`config.mk`:
```
export PLATFORM = sky130hd
export DESIGN_NAME = rst_seq
export DESIGN_NICKNAME = d
export VERILOG_FILES = /design/src/rtl/rst_seq.sv
export SDC_FILE = /design/constraint.sdc
export NUM_CORES = 1
export LEC_CHECK = 0
export CAP_MARGIN = 20
export CORE_MARGIN = 10
export CORE_UTILIZATION = 37
export DETAILED_ROUTE_END_ITERATION = 10
export SYNTH_ARGS = -nofsm -noshare
export SYNTH_HDL_FRONTEND = slang
export SYNTH_SLANG_ARGS = --single-unit
```
`constraint.sdc`:
```
create_clock -name CLK -period 6 [get_ports CLK]
set_input_delay 0.6 -clock CLK [delete_from_list [all_inputs] [get_ports CLK]]
set_output_delay 0.6 -clock CLK [all_outputs]
set_load 0.005 [all_outputs]
```
`src/rtl/rst_seq.sv`:
```
// Power-up reset sequencer: filters PLL lock, releases the memory domain, waits for
// calibration, then releases the remaining domains one stage at a time.
module rst_seq #(
    parameter int NDOM      = 4,
    parameter int LOCK_FILT = 16,
    parameter int DLY       = 128,
    parameter int CAL_TO    = 1048576
) (
    input  logic            CLK,
    input  logic            RST,
    input  logic            LOCKED,
    input  logic            CALIB_DONE,
    input  logic            SOFT_RST_REQ,
    output logic [NDOM-1:0] RST_X_O,
    output logic            BUSY,
    output logic            CAL_ERR
);

    localparam int LK_W  = (LOCK_FILT > 1) ? $clog2(LOCK_FILT) : 1;
    localparam int DLY_W = (DLY > 1) ? $clog2(DLY) : 1;
    localparam int CAL_W = (CAL_TO > 1) ? $clog2(CAL_TO) : 1;
    localparam int K_W   = $clog2(NDOM);

    localparam logic [LK_W-1:0]  LK_LAST  = LK_W'(LOCK_FILT - 1);
    localparam logic [DLY_W-1:0] DLY_LAST = DLY_W'(DLY - 1);
    localparam logic [CAL_W-1:0] CAL_LAST = CAL_W'(CAL_TO - 1);
    localparam logic [K_W-1:0]   K_LAST   = K_W'(NDOM - 1);
    localparam logic [NDOM-1:0]  DOM0_ONLY = {{(NDOM-1){1'b0}}, 1'b1};

    typedef enum logic [2:0] {
        S_HOLD,
        S_REL0,
        S_WCAL,
        S_RELK,
        S_RUN
    } state_t;

    state_t           state_reg;
    logic [1:0]       sync_reg;
    logic [LK_W-1:0]  lk_cnt_reg;
    logic [DLY_W-1:0] dly_cnt_reg;
    logic [CAL_W-1:0] cal_cnt_reg;
    logic [K_W-1:0]   k_reg;
    logic [NDOM-1:0]  rst_x_reg;
    logic             busy_reg;
    logic             cal_err_reg;
    logic             lk_s;
    logic [NDOM-1:0]  upto_k;

    assign lk_s = sync_reg[1];

    // Releasing stage k always loads a full thermometer pattern, so the output
    // can never hold a gap even if the stage index were corrupted.
    generate
        for (genvar gi = 0; gi < NDOM; gi++) begin : g_upto
            assign upto_k[gi] = (K_W'(gi) <= k_reg);
        end
    endgenerate

    always_ff @(posedge CLK) begin
        if (RST) begin
            state_reg   <= S_HOLD;
            sync_reg    <= 2'b00;
            lk_cnt_reg  <= '0;
            dly_cnt_reg <= '0;
            cal_cnt_reg <= '0;
            k_reg       <= '0;
            rst_x_reg   <= '0;
            busy_reg    <= 1'b1;
            cal_err_reg <= 1'b0;
        end else begin
            sync_reg <= {sync_reg[0], LOCKED};
            if (state_reg != S_HOLD && !lk_s) begin
                state_reg   <= S_HOLD;
                lk_cnt_reg  <= '0;
                dly_cnt_reg <= '0;
                cal_cnt_reg <= '0;
                k_reg       <= '0;
                rst_x_reg   <= '0;
                busy_reg    <= 1'b1;
            end else begin
                case (state_reg)
                    S_HOLD: begin
                        rst_x_reg <= '0;
                        busy_reg  <= 1'b1;
                        if (!lk_s) begin
                            lk_cnt_reg <= '0;
                        end else if (lk_cnt_reg == LK_LAST) begin
                            lk_cnt_reg  <= '0;
                            dly_cnt_reg <= '0;
                            state_reg   <= S_REL0;
                        end else begin
                            lk_cnt_reg <= lk_cnt_reg + LK_W'(1);
                        end
                    end
                    S_REL0: begin
                        if (dly_cnt_reg == DLY_LAST) begin
                            rst_x_reg   <= DOM0_ONLY;
                            dly_cnt_reg <= '0;
                            cal_cnt_reg <= '0;
                            state_reg   <= S_WCAL;
                        end else begin
                            dly_cnt_reg <= dly_cnt_reg + DLY_W'(1);
                        end
                    end
                    S_WCAL: begin
                        if (CALIB_DONE) begin
                            k_reg       <= K_W'(1);
                            dly_cnt_reg <= '0;
                            state_reg   <= S_RELK;
                        end else if (cal_cnt_reg == CAL_LAST) begin
                            // Timeout drops the memory domain too and retries from lock filtering.
                            cal_err_reg <= 1'b1;
                            rst_x_reg   <= '0;
                            cal_cnt_reg <= '0;
                            lk_cnt_reg  <= '0;
                            state_reg   <= S_HOLD;
                        end else begin
                            cal_cnt_reg <= cal_cnt_reg + CAL_W'(1);
                        end
                    end
                    S_RELK: begin
                        if (dly_cnt_reg == DLY_LAST) begin
                            rst_x_reg   <= upto_k;
                            dly_cnt_reg <= '0;
                            if (k_reg == K_LAST) begin
                                state_reg <= S_RUN;
                                busy_reg  <= 1'b0;
                            end else begin
                                k_reg <= k_reg + K_W'(1);
                            end
                        end else begin
                            dly_cnt_reg <= dly_cnt_reg + DLY_W'(1);
                        end
                    end
                    S_RUN: begin
                        if (SOFT_RST_REQ) begin
                            rst_x_reg   <= DOM0_ONLY;
                            busy_reg    <= 1'b1;
                            k_reg       <= K_W'(1);
                            dly_cnt_reg <= '0;
                            state_reg   <= S_RELK;
                        end
                    end
                    default: begin
                        state_reg <= S_HOLD;
                        rst_x_reg <= '0;
                        busy_reg  <= 1'b1;
                    end
                endcase
            end
        end
    end

    assign RST_X_O = rst_x_reg;
    assign BUSY    = busy_reg;
    assign CAL_ERR = cal_err_reg;

endmodule

```
* Yosys cells after proc, flatten, opt, wreduce, memory -nomap -nowiden
Index checks and enable logic that the tools add are counted.
** Word-level totals
- Register bits :: 44
- Bits of input ports :: 5
** Cells by class
- Add/subtract/negate cells :: 4
- $lt $le $gt $ge :: 4
- Equal/unequal tests :: 19
- Multiplexer cells :: 37
- Bitwise operators :: 3
- Reduce and logical (&&, ||, !) cells :: 19
** Operators with widths (count)
- two-way mux 20 bit :: 3
- one-hot mux 20 bit (2 select lines) :: 1
- two-way mux 7 bit :: 5
- two-way mux 4 bit :: 7
- one-hot mux 7 bit (4 select lines) :: 1
- two-way mux 3 bit :: 8
- adder 20 x 1 -> 20 bit, second input constant :: 1
- == test 20 bit, second input constant :: 1
- != test 2 bit, second input constant :: 10
- one-hot mux 4 bit (4 select lines) :: 1
- one-hot mux 3 bit (5 select lines) :: 1
- AND reduction 5 bit :: 3
- two-way mux 2 bit :: 4
- one-hot mux 4 bit (2 select lines) :: 1
- AND reduction 4 bit :: 2
- adder 7 x 1 -> 7 bit, second input constant :: 1
- == test 7 bit, second input constant :: 1
- AND reduction 7 bit :: 1
- == test 3 x 2 -> 1 bit, second input constant :: 2
- one-hot mux 2 bit (3 select lines) :: 1
- AND reduction 3 bit :: 2
- nonzero test 3 bit :: 2
- OR reduction 2 bit :: 3
- adder 4 x 1 -> 4 bit, second input constant :: 1
- other kinds (16) :: 23

* Depth between registers and ports, before layout
Gate-level depths: netlist of run 1.
- Depth after elaboration :: 4
- Gate-level depth with buffers :: 9
- Gate-level depth less buffers :: 6

* Least setup slack after synthesis of run 1
OpenSTA, ideal clock, no wires.
- Path kind :: reg2reg
- From :: register cal_cnt_reg[0]
- To :: register cal_cnt_reg[6]
- Library setup time :: 0.074 ns
- Data arrival time :: 2.111 ns
- Data required time :: 5.926 ns
- Path slack :: 3.814 ns
- Stages on the path, launching flop included :: 10
- Cells stage by stage :: dfxtp_1 ha_1 and3_1 clkbuf_2 and3_1 buf_2 a31o_1 clkbuf_1 or4_1 a31oi_1
** Between the ends
- Cells in the longest elaborated chain, start to end :: 4
** RTL lines
- from (decl) :: line 42 : logic [CAL_W-1:0] cal_cnt_reg;
- from (signal assigned) :: line 119 : cal_cnt_reg <= cal_cnt_reg + CAL_W'(1);
- adder 20 x 1 -> 20 bit or == test 20 bit (tied branches) :: line 119, 111
- two-way mux 20 bit (*) :: line 111 : end else if (cal_cnt_reg == CAL_LAST) begin
- two-way mux 20 bit (*) :: line 107 : if (CALIB_DONE) begin
- one-hot mux 20 bit (2 select lines) (*) :: line 82 : case (state_reg)
Mark *: on every way between the ends. The rest lies on a longest branch, timed or not. The select of a mux whose other input is x is not followed.
A chain may end at the register's enable or synchronous reset.

* Worst setup path in the final report of run 1
- From :: register state_reg[0]
- To :: register state_reg[1]
** Between the ends
- Cells in the longest elaborated chain, start to end :: 3
** RTL lines
- from (decl) :: line 38 : state_t state_reg;
- from (signal assigned) :: line 62 : state_reg <= S_HOLD;
- from (signal assigned) :: line 74 : state_reg <= S_HOLD;
- from (signal assigned) :: line 91 : state_reg <= S_REL0;
- == test 3 x 2 -> 1 bit (tied with other cells) :: line 82
- != test 3 bit (no source line) (tied with other cells)
- AND reduction 7 bit (no source line) or OR reduction 2 bit (tied branches)
Parallel ways exist; a longest one is shown, timed or not.

==> metrics.md, run 1 <==
| Metric | Value |
|---|---|
| CP max stage cell | nor2b_1 |
| Nets | 319 |
| RSZ-0062 raised after global routing | false |
| Min cycle time layout | 2.48 ns |
| Simple-gate share of the synthesized area | 31.6% |
| CP Max Fanout | 17 |
| Max reg flops | 20 |
| Hold_buf cts | 0 |
| # resized after CTS | 0 |
| Setup ws final | 3.52 ns |
| Root Buffer | clkbuf_8 |
| Sequential fraction of the synthesis area | 36.0% |
| Initial antenna violation count | 0 |
| CP endpoint | state_reg[1] |
| Antenna diodes | 0 |
| Setup_tns | 0 ns |
| Worst R2R Start | state_reg[0] |
| # IOs | 11 |
| Mux cell area share after synthesis | 2.10% |
| Largest net degree at the start of global routing | 28 |
| Vias in the first global route | 2066 |
| CTS tree | yes |
| Final slew viol count | 0 |
| First-pass GRT wire length | 10300 um |
| Iteration-0 DRC Markers | 172 |
| Post-place setup slack | 3.39 ns |
| Number of CTS-inserted buffers | 5 |
| Maximum clock path buffer count | 2 |
| WS Path Type | flip-flop to flip-flop |
| Cell Rows | 29 |
| Core ar. | 6390 um^2 |
| Height of the die | 101 um |
| DP Wirelength | 4070 um |
| CTS sink count | 44 |
| Slew headroom | 45.3% |
| Ys async rst share | 0% |
| Status | finished clean |
| CP Data Required Time | 6.22 ns |
| Worst slew pin tran | 0.819 ns |
| PortBufs | 10 |
| Pwr/cell area | 198 nW/um^2 |
| Post-Syn Instances | 307 |
| Final wirelength | 5840 um |
| Clock skew | 0.00434 ns |
| Die Span X | 101 um |
| Layout cells sized above 1 | 5.50% |
| Placed Cells | 378 |
| Syn avg cell area | 7.97 um^2 |
| Final Non-Filler Cells | 386 |
| Routability cong. | 0.766 |
| P&R area growth vs syn | 10.3% |
| Xor-xnor portion of the synthesized cell area | 1.07% |
| Worst-skew pair later-pin latency | 0.30 ns |
| Max stage delay on crit path | 0.73 ns |
| CP Cell Sequence | nor2b_1, o21ai_0, o2111a_1, o211a_1, nor4_1 |
| R2R depth | 5 |
| Critical path origin | state_reg[0] |
| Startpoint Class | flip-flop |
| Worst EP arrival | 2.69 ns |
| Remaining global-route overflow | 0 |
| CP Capture Type | flip-flop |
| Ys Warns | 0 |
| Compound-Gate Fraction of Synth Area | 22.0% |
| Pleak | 0.896 nW |
| Fmax | 404 MHz |
| Number of synthesized flops with an enable pin | 0 |
| Vias per cell | 5.83 |
| Flop-to-flop setup slack | 3.52 ns |
| Vias | 2252 |
| All-Layer GR Usage | 12.1% |
| Max Cap Violations | 0 |
| DRC | 0 |
| Post-Synth Adder-Cell Area | 3.07% |
| # Post-CTS Setup Buffers | 0 |
| Yosys reg bits | 44 |
| DRT Pass-1 Iters | 4 |
| Final hold violation count | 0 |
| Worst-path clk slew | 0.09 ns |
| H-Tree Depth | 2 |
| Peak supply drop | 0.102 mV |
| Initial core utilization | 38.3% |
| Die area | 10300 um^2 |
| # setup viols final | 0 |
| Hold WS | 0.466 ns |
| Routed Antenna Nets | 0 |
| Mapped cell area | 2450 um^2 |
| R2R Path End | state_reg[1] |
| Hold path depth | 1 |
| Wire length per cell | 15.1 um |
| Main combinational cell family by area after synthesis | simple AND/OR/NAND/NOR gates |
| Crit share post-route | 41.3% |
| Yosys cell types | 58 |
| Hold WC Path Type | flip-flop to flip-flop |
| Top_reg_cell synth | dfxtp_1 |
| Syn Nets | 318 |
## cell type report
type                       instances  area [um^2]
inverter                           5         18.8
timing repair buffer              14          130
multi-input combinational        238         1470
fill                             641         3690
tap                               77         96.3
clock buffer                       6         72.6
sequential                        44          881
clock inverter                     2         35.0
## critical path: cells and delay by family, from the launching register on
kind	cells	cell delay [ns]
flops	1	0.63
compound gates	3	0.80
simple gates	2	0.96
## report_power, final
part,switching [W],internal (W),total (W)
combinational,0.00000813,0.00000538,0.0000135
sequential,0.000000715,0.000292,0.000293
clock,0.000104,0.000124,0.000228
total,0.000113,0.000422,0.000534
## worst min-delay path by stage
| stage | startpoint | endpoint | slack [ns] |
|---|---|---|---|
| after CTS | sync_reg[0] | sync_reg[1] | 0.47 |
| final | sync_reg[0] | sync_reg[1] | 0.47 |
| after global placement | sync_reg[0] | sync_reg[1] | 0.44 |
| after detailed placement | sync_reg[0] | sync_reg[1] | 0.44 |
| after global routing | sync_reg[0] | sync_reg[1] | 0.49 |
| after floorplan | sync_reg[0] | sync_reg[1] | 0.41 |
## stage by stage
step | area [um^2] | utilization, % | power, W
finish | 2700 | 42.3 | 0.000534
global route | 2700 | 42.3 | 0.000555
CTS | 2700 | 42.3 | 0.000541
detailed placement | 2590 | 40.6 | 0.000314
global placement | 2590 | 40.6 | 0.000314
floorplan | 2450 | - | 0.000306
## placed cells by master, fill, tap and decap left out, types with 5 or more instances in the layout
cell type        netlist  layout
or4_1                  8       8
clkbuf_8               0       5
o21ai_0               12      12
a31oi_1               11      11
dfxtp_1               44      44
inv_1                  5       5
clkdlybuf4s50_1        0      10
ha_1                   6       6
nor2b_1                5       5
a21oi_1               27      27
nand3_1               23      23
nor3_1                13      13
nand4_1                9       9
nand2b_1               5       5
nor2_1                23      23
and3_1                 6       6
nand2_1               29      29
## cell families (layout without fill, tap and decap cells)
kind of cell    count (synthesis)  after routing
compound gates                 81             81
buf+inv                        25             27
fa+ha+maj                       6              6
mux                             5              5
xor+xnor                        3              3
flops                          44             44
simple gates                  143            143
## cells in the mapped netlist, types with 5 or more instances
cell	number	area, um^2
inv_1	5	18.8
ha_1	6	75.1
nor2_1	23	86.3
nand3_1	23	115
nor3_1	13	65.1
o21ai_0	12	60.1
dfxtp_1	44	881
and3_1	6	37.5
or4_1	8	60.1
nand4_1	9	56.3
a31oi_1	11	68.8
nand2_1	29	109
a21oi_1	27	135
nor2b_1	5	31.3
nand2b_1	5	31.3
clkbuf_1	14	52.6
## layer usage
| metal | GRT usage [%] | vias up | routed length (um) | share of wire [%] |
|---|---|---|---|---|
| met3 | 3.47 | 8 | 294 | 5.0 |
| met4 | 3.75 | 0 | 80 | 1.4 |
| met1 | 17.5 | 1037 | 2980 | 51 |
| li1 | - | 1160 | - | - |
| met2 | 16.7 | 47 | 2480 | 43 |
| met5 | 0 | - | 0 | 0 |
Note: power is estimated with default switching activity, not from simulation.
==> run 2, diff against run 1 <==
Clock period 6 ns to 2.49 ns, I/O delays scaled along.
==> metrics.md, run 2 (synthesis gave the netlist of run 1 again) <==
| Metric | Value |
|---|---|
| RSZ-0062 raised after global routing | false |
| Hold_buf cts | 0 (unchanged) |
| # setup viols final | 0 (unchanged) |
| Top sig layer | met4 |
| Max stage delay on crit path | 0.51 ns (-0.22 ns) |
| Status | finished clean |
| DP Wirelength | 4210 um (+3.5%) |
| # IOs | 11 (unchanged) |
| CP Cell Sequence | ha_1, nand2_1, o32a_4, or2_0, buf_4, or4_1, a31oi_1 |
| P&R area growth vs syn | 14.6% |
| # Post-CTS Setup Buffers | 0 (unchanged) |
| Top delay family on crit path | simple AND/OR/NAND/NOR gates |
| M1 WL | 3000 um (+0.64%) |
| CTS sink count | 44 (unchanged) |
| Worst R2R Start | dly_cnt_reg[0] |
| Crit share post-route | 92.3% (+51 points) |
| Vias per cell | 5.80 (-0.58%) |
| Fmax | 435 MHz (+7.8%) |
| Final wirelength | 5990 um (+2.6%) |
| Commonest non-fill, non-tap cells in the layout | dfxtp_1 (44), nand2_1 (29), a21oi_1 (27) |
| Met2 WL | 2630 um (+6.1%) |
| Pwr/cell area | 492 nW/um^2 (+150%) |
| Hold WC Path Type | flip-flop to flip-flop |
| Met3 wire len | 292 um (-0.68%) |
| Number of CTS-inserted buffers | 5 (unchanged) |
| Worst-skew pair later-pin latency | 0.30 ns (about the same) |
| Min cycle time layout | 2.30 ns (-0.178 ns) |
| Final slew viol count | 0 (unchanged) |
| CP Data Required Time | 2.72 ns (-3.50 ns) |
| Core ar. | 6390 um^2 (unchanged) |
| Peak supply drop | 0.323 mV (+220%) |
| Startpoint Class | flip-flop |
| Final core occ | 43.9% (+1.6 points) |
| # resized after CTS | 0 (unchanged) |
| Iteration-0 DRC Markers | 153 (-11%) |
| Pleak | 0.961 nW (+7.3%) |
| H-Tree Depth | 2 (unchanged) |
| Worst slew pin tran | 0.598 ns (-0.221 ns) |
| Max reg flops | 20 (unchanged) |
| First-pass GRT wire length | 10000 um (-2.2%) |
| Flop-to-flop setup slack | 0.19 ns (-3.33 ns) |
| Largest net degree at the start of global routing | 28 (unchanged) |
| Hold path depth | 1 (unchanged) |
| CP Max Fanout | 27 (+10) |
| Initial core utilization | 38.3% (unchanged) |
| Hold endpoint | sync_reg[1] |
| CP max stage cell | or4_1 |
| Initial antenna violation count | 0 (unchanged) |
| R2R Path End | cal_cnt_reg[5] |
| Height of the die | 101 um (unchanged) |
| Remaining global-route overflow | 0 (unchanged) |
| Routability cong. | 0.812 (+6.0%) |
| DRT Pass-1 Iters | 4 (unchanged) |
| Maximum clock path buffer count | 2 (unchanged) |
| Routed Antenna Nets | 0 (unchanged) |
| DRC | 0 (unchanged) |
| Final hold violation count | 0 (unchanged) |
| Wire length per cell | 15.1 um (about the same) |
| Cell Rows | 29 (unchanged) |
| Clock skew | 0.00915 ns (+0.00480 ns) |
| Die Span X | 101 um (unchanged) |
| Root Buffer | clkbuf_8 |
| PortBufs | 10 (unchanged) |
| Sum of buffers and inverters on the critical path | 1 (+1) |
| Worst EP arrival | 2.52 ns (-0.17 ns) |
| Vias | 2297 (+2.0%) |
| Commonest non-fill, non-tap cell in the layout | dfxtp_1 |
| All-Layer GR Usage | 11.7% (-0.37 points) |
| R2R depth | 7 (+2) |
| Vias in the first global route | 2066 (unchanged) |
| Setup_tns | 0 ns (unchanged) |
| WS Path Type | flip-flop to flip-flop |
| Antenna diodes | 0 (unchanged) |
| Post-place setup slack | 0.210 ns (-3.18 ns) |
| Worst-path clk slew | 0.09 ns (about the same) |
| Layout cells sized above 1 | 8.78% (+3.3 points) |
| Setup ws final | 0.193 ns (-3.33 ns) |
| CTS tree | yes |
| Max Cap Violations | 0 (unchanged) |
| Nets | 330 (+3.4%) |
| Slew headroom | 60.1% (+15 points) |
| Pwr Total | 0.00138 W (+160%) |
| Die area | 10300 um^2 (unchanged) |
| CP Capture Type | flip-flop |
| Hold path start | sync_reg[0] |
-- run 2: metal layers --
| metal | track usage [%] | vias up |
|---|---|---|
| li1 | - | 1173 |
| met1 | 16.1 | 1078 |
| met2 | 17.6 | 41 |
| met3 | 3.06 | 5 |
| met4 | 3.32 | 0 |
| met5 | 0 | - |
-- run 2: layout make-up --
type,instances,area (um^2)
clock inverters,2,60.1
well taps,77,96.3
clock buffers,5,68.8
multi-input cells,238,1470
flip-flops and latches,44,881
inverters,5,18.8
fillers,648,3580
repair buffers,25,213
-- run 2: worst max path at each step --
| stage | startpoint | to | cells past startpoint |
|---|---|---|---|
| after floorplan | cal_cnt_reg[0] | cal_cnt_reg[6] | 9 |
| after global placement | dly_cnt_reg[0] | cal_cnt_reg[19] | 7 |
| after detailed placement | dly_cnt_reg[0] | cal_cnt_reg[5] | 7 |
| after CTS | dly_cnt_reg[0] | cal_cnt_reg[5] | 7 |
| after global routing | dly_cnt_reg[0] | cal_cnt_reg[5] | 7 |
| final | dly_cnt_reg[0] | cal_cnt_reg[5] | 7 |
-- run 2: report_power, final --
| part | total, W | switching (W) | internal (W) |
|---|---|---|---|
| registers | 0.000706 | 0.00000163 | 0.000705 |
| logic | 0.0000357 | 0.0000207 | 0.0000150 |
| clock network | 0.000637 | 0.000242 | 0.000395 |
-- run 2: per-stage QoR --
step / instance area (um^2) / std cells / hold WS, ns
CTS: 2800 / 396 / 0.465
global placement: 2680 / 389 / 0.442
finish: 2800 / 396 / 0.456
detailed placement: 2680 / 389 / 0.451
global route: 2800 / 396 / 0.478
floorplan: 2450 / 307 / 0.321
==> run 3, diff against run 2 <==
==> constraint.sdc (replaced) <==
create_clock -name CLK -period 2.49 [get_ports CLK]
set_input_delay 0.249 -clock CLK [delete_from_list [all_inputs] [get_ports CLK]]
set_output_delay 0.249 -clock CLK [all_outputs]
set_load 0.1 [all_outputs]
==> metrics.md, run 3 (synthesis gave the netlist of run 1 again) <==
| Metric | Value |
|---|---|
| CP Cell Sequence | ha_1, nand2_1, o32a_4, or2_0, buf_4, or4_1, a31oi_1 |
| WS Path Type | flip-flop to flip-flop |
| Fmax | 436 MHz (+0.23%) |
| Slew headroom | 50.3% (-9.8 points) |
| P&R area growth vs syn | 13.1% |
| CP Capture Type | flip-flop |
| Critical path origin | dly_cnt_reg[0] |
| Setup_tns | 0 ns (unchanged) |
| Vias per cell | 5.79 (-0.25%) |
| DRC | 0 (unchanged) |
| CP Max Fanout | 27 (unchanged) |
| Root Buffer | clkbuf_8 |
| Hold WC Path Type | flip-flop to flip-flop |
| Worst-skew pair later-pin latency | 0.30 ns (about the same) |
| Sum of buffers and inverters on the critical path | 1 (unchanged) |
| Crit share post-route | 92.0% (-0.21 points) |
| Die Span X | 101 um (unchanged) |
| Maximum clock path buffer count | 2 (unchanged) |
| CP max stage cell | or4_1 |
| Hold_buf cts | 0 (unchanged) |
| Commonest non-fill, non-tap cells in the layout | dfxtp_1 (44), nand2_1 (29), a21oi_1 (27) |
| Min cycle time layout | 2.29 ns (-0.00527 ns) |
| RSZ-0062 raised after global routing | false |
| # resized after CTS | 0 (unchanged) |
| CTS tree | yes |
| Largest net degree at the start of global routing | 28 (unchanged) |
| Initial core utilization | 38.3% (unchanged) |
| Initial antenna violation count | 0 (unchanged) |
| NetSw | 0.000278 W (+5.3%) |
| Combinational power share | 2.8% (+0.2 points) |
| CTS sink count | 44 (unchanged) |
| First-pass GRT wire length | 10100 um (+0.62%) |
| Cell Rows | 29 (unchanged) |
| Final slew viol count | 0 (unchanged) |
| Int Pwr | 0.00102 W (-8.7%) |
| All-Layer GR Usage | 11.8% (+0.053 points) |
| Clock skew | 0.00479 ns (-0.00436 ns) |
| CP Data Required Time | 2.72 ns (about the same) |
| Status | finished clean |
| Worst EP arrival | 2.52 ns (about the same) |
| Iteration-0 DRC Markers | 126 (-18%) |
| # IOs | 11 (unchanged) |
| Switching share of power | 21.4% (+2.3 points) |
| Worst-path clk slew | 0.09 ns (about the same) |
| Sequential power share | 54.5% (+3.3 points) |
| Hold path start | sync_reg[0] |
| Peak supply drop | 0.212 mV (-34%) |
| Filler cells | 654 (+0.93%) |
| Vias in the first global route | 1997 (-3.3%) |
| Startpoint Class | flip-flop |
| H-Tree Depth | 2 (unchanged) |
| # setup viols final | 0 (unchanged) |
| DP Wirelength | 4280 um (+1.6%) |
| Remaining global-route overflow | 0 (unchanged) |
| Pleak | 0.962 nW (+0.11%) |
| Wire length per cell | 15.5 um (+2.3%) |
| Vias | 2297 (unchanged) |
| Max reg flops | 20 (unchanged) |
| Commonest non-fill, non-tap cell in the layout | dfxtp_1 |
| PortBufs | 10 (unchanged) |
| Number of CTS-inserted buffers | 5 (unchanged) |
| Routability cong. | 0.828 (+2.0%) |
| Max stage delay on crit path | 0.51 ns (about the same) |
| Height of the die | 101 um (unchanged) |
| Hold WS | 0.459 ns (+0.00252 ns) |
| Die area | 10300 um^2 (unchanged) |
| # Post-CTS Setup Buffers | 0 (unchanged) |
| Antenna diodes | 0 (unchanged) |
| Pwr/cell area | 468 nW/um^2 (-4.8%) |
| Final wirelength | 6140 um (+2.5%) |
| Routed Antenna Nets | 0 (unchanged) |
| Worst slew pin tran | 0.746 ns (+0.147 ns) |
| Layout cells sized above 1 | 10.6% (+1.8 points) |
| Core ar. | 6390 um^2 (unchanged) |
| Max Cap Violations | 0 (unchanged) |
| Clock share of power | 42.7% (-3.5 points) |
| Worst R2R Start | dly_cnt_reg[0] |
| Nets | 330 (unchanged) |
| Final hold violation count | 0 (unchanged) |
| DRT Pass-1 Iters | 4 (unchanged) |
| Top delay family on crit path | simple AND/OR/NAND/NOR gates |
==> run 3: changes by cell type in the layout (fill, tap and decap cells not counted), sizes merged <==
cell / before / now
clkdlybuf4s50: 10 / 4
bufinv: 2 / 1
buf: 15 / 21
clkbuf: 5 / 6
clkinv: 0 / 1
==> run 3: path summary, 6_finish.rpt <==
kind	end	cells past startpoint	slack, ns
setup / recovery	cal_cnt_reg[8]	7	0.20
hold / removal	sync_reg[1]	1	0.46
setup reg to reg	cal_cnt_reg[8]	7	0.20
hold reg to reg	sync_reg[1]	1	0.46
==> run 3: per-stage QoR <==
stage | util (%) | setup slack [ns] | area (um^2) | power (W) | std cells
6_report | 43.3 | 0.198 | 2770 | 0.00130 | 397
5_1_grt | 43.3 | 0.0219 | 2770 | 0.00134 | 397
4_1_cts | 43.3 | 0.202 | 2770 | 0.00131 | 397
3_5_place_dp | 41.7 | 0.234 | 2660 | 0.000759 | 389
3_3_place_gp | 41.7 | 0.271 | 2660 | 0.000759 | 389
2_1_floorplan | - | 0.304 | 2450 | 0.000738 | 307
==> run 3: layout make-up <==
class | instances | area (um^2) | share of cell area (%)
clock inverters | 2 | 35.0 | 1.27
repair buffers | 25 | 198 | 7.14
well taps | 77 | 96.3 | 3.48
clock buffers | 6 | 72.6 | 2.62
inverters | 5 | 18.8 | 0.678
flip-flops and latches | 44 | 881 | 31.8
multi-input cells | 238 | 1470 | 53.0
==> run 3: worst register-to-register path: stages, from the launching register on <==
cell and delay, ns:
dfxtp_1 0.39, ha_1 0.22, nand2_1 0.09, o32a_4 0.40, or2_0 0.20, buf_4 0.21
or4_1 0.52, a31oi_1 0.18
==> run 3: power by group through the flow <==
stage	combinational, W	clock (W)	sequential, W
5_1_grt	0.0000388	0.000594	0.000707
6_report	0.0000358	0.000554	0.000707
3_5_place_dp	0.0000356	0	0.000723
2_1_floorplan	0.0000157	0	0.000723
4_1_cts	0.0000357	0.000565	0.000707
3_3_place_gp	0.0000357	0	0.000723
==> run 3: metal layers <==
| metal | vias up | GRT usage (%) | wire, um |
|---|---|---|---|
| met5 | - | 0 | 0 |
| met4 | 0 | 3.22 | 62 |
| met1 | 1084 | 17.2 | 3190 |
| met3 | 7 | 2.79 | 222 |
| li1 | 1181 | - | - |
| met2 | 25 | 16.7 | 2660 |
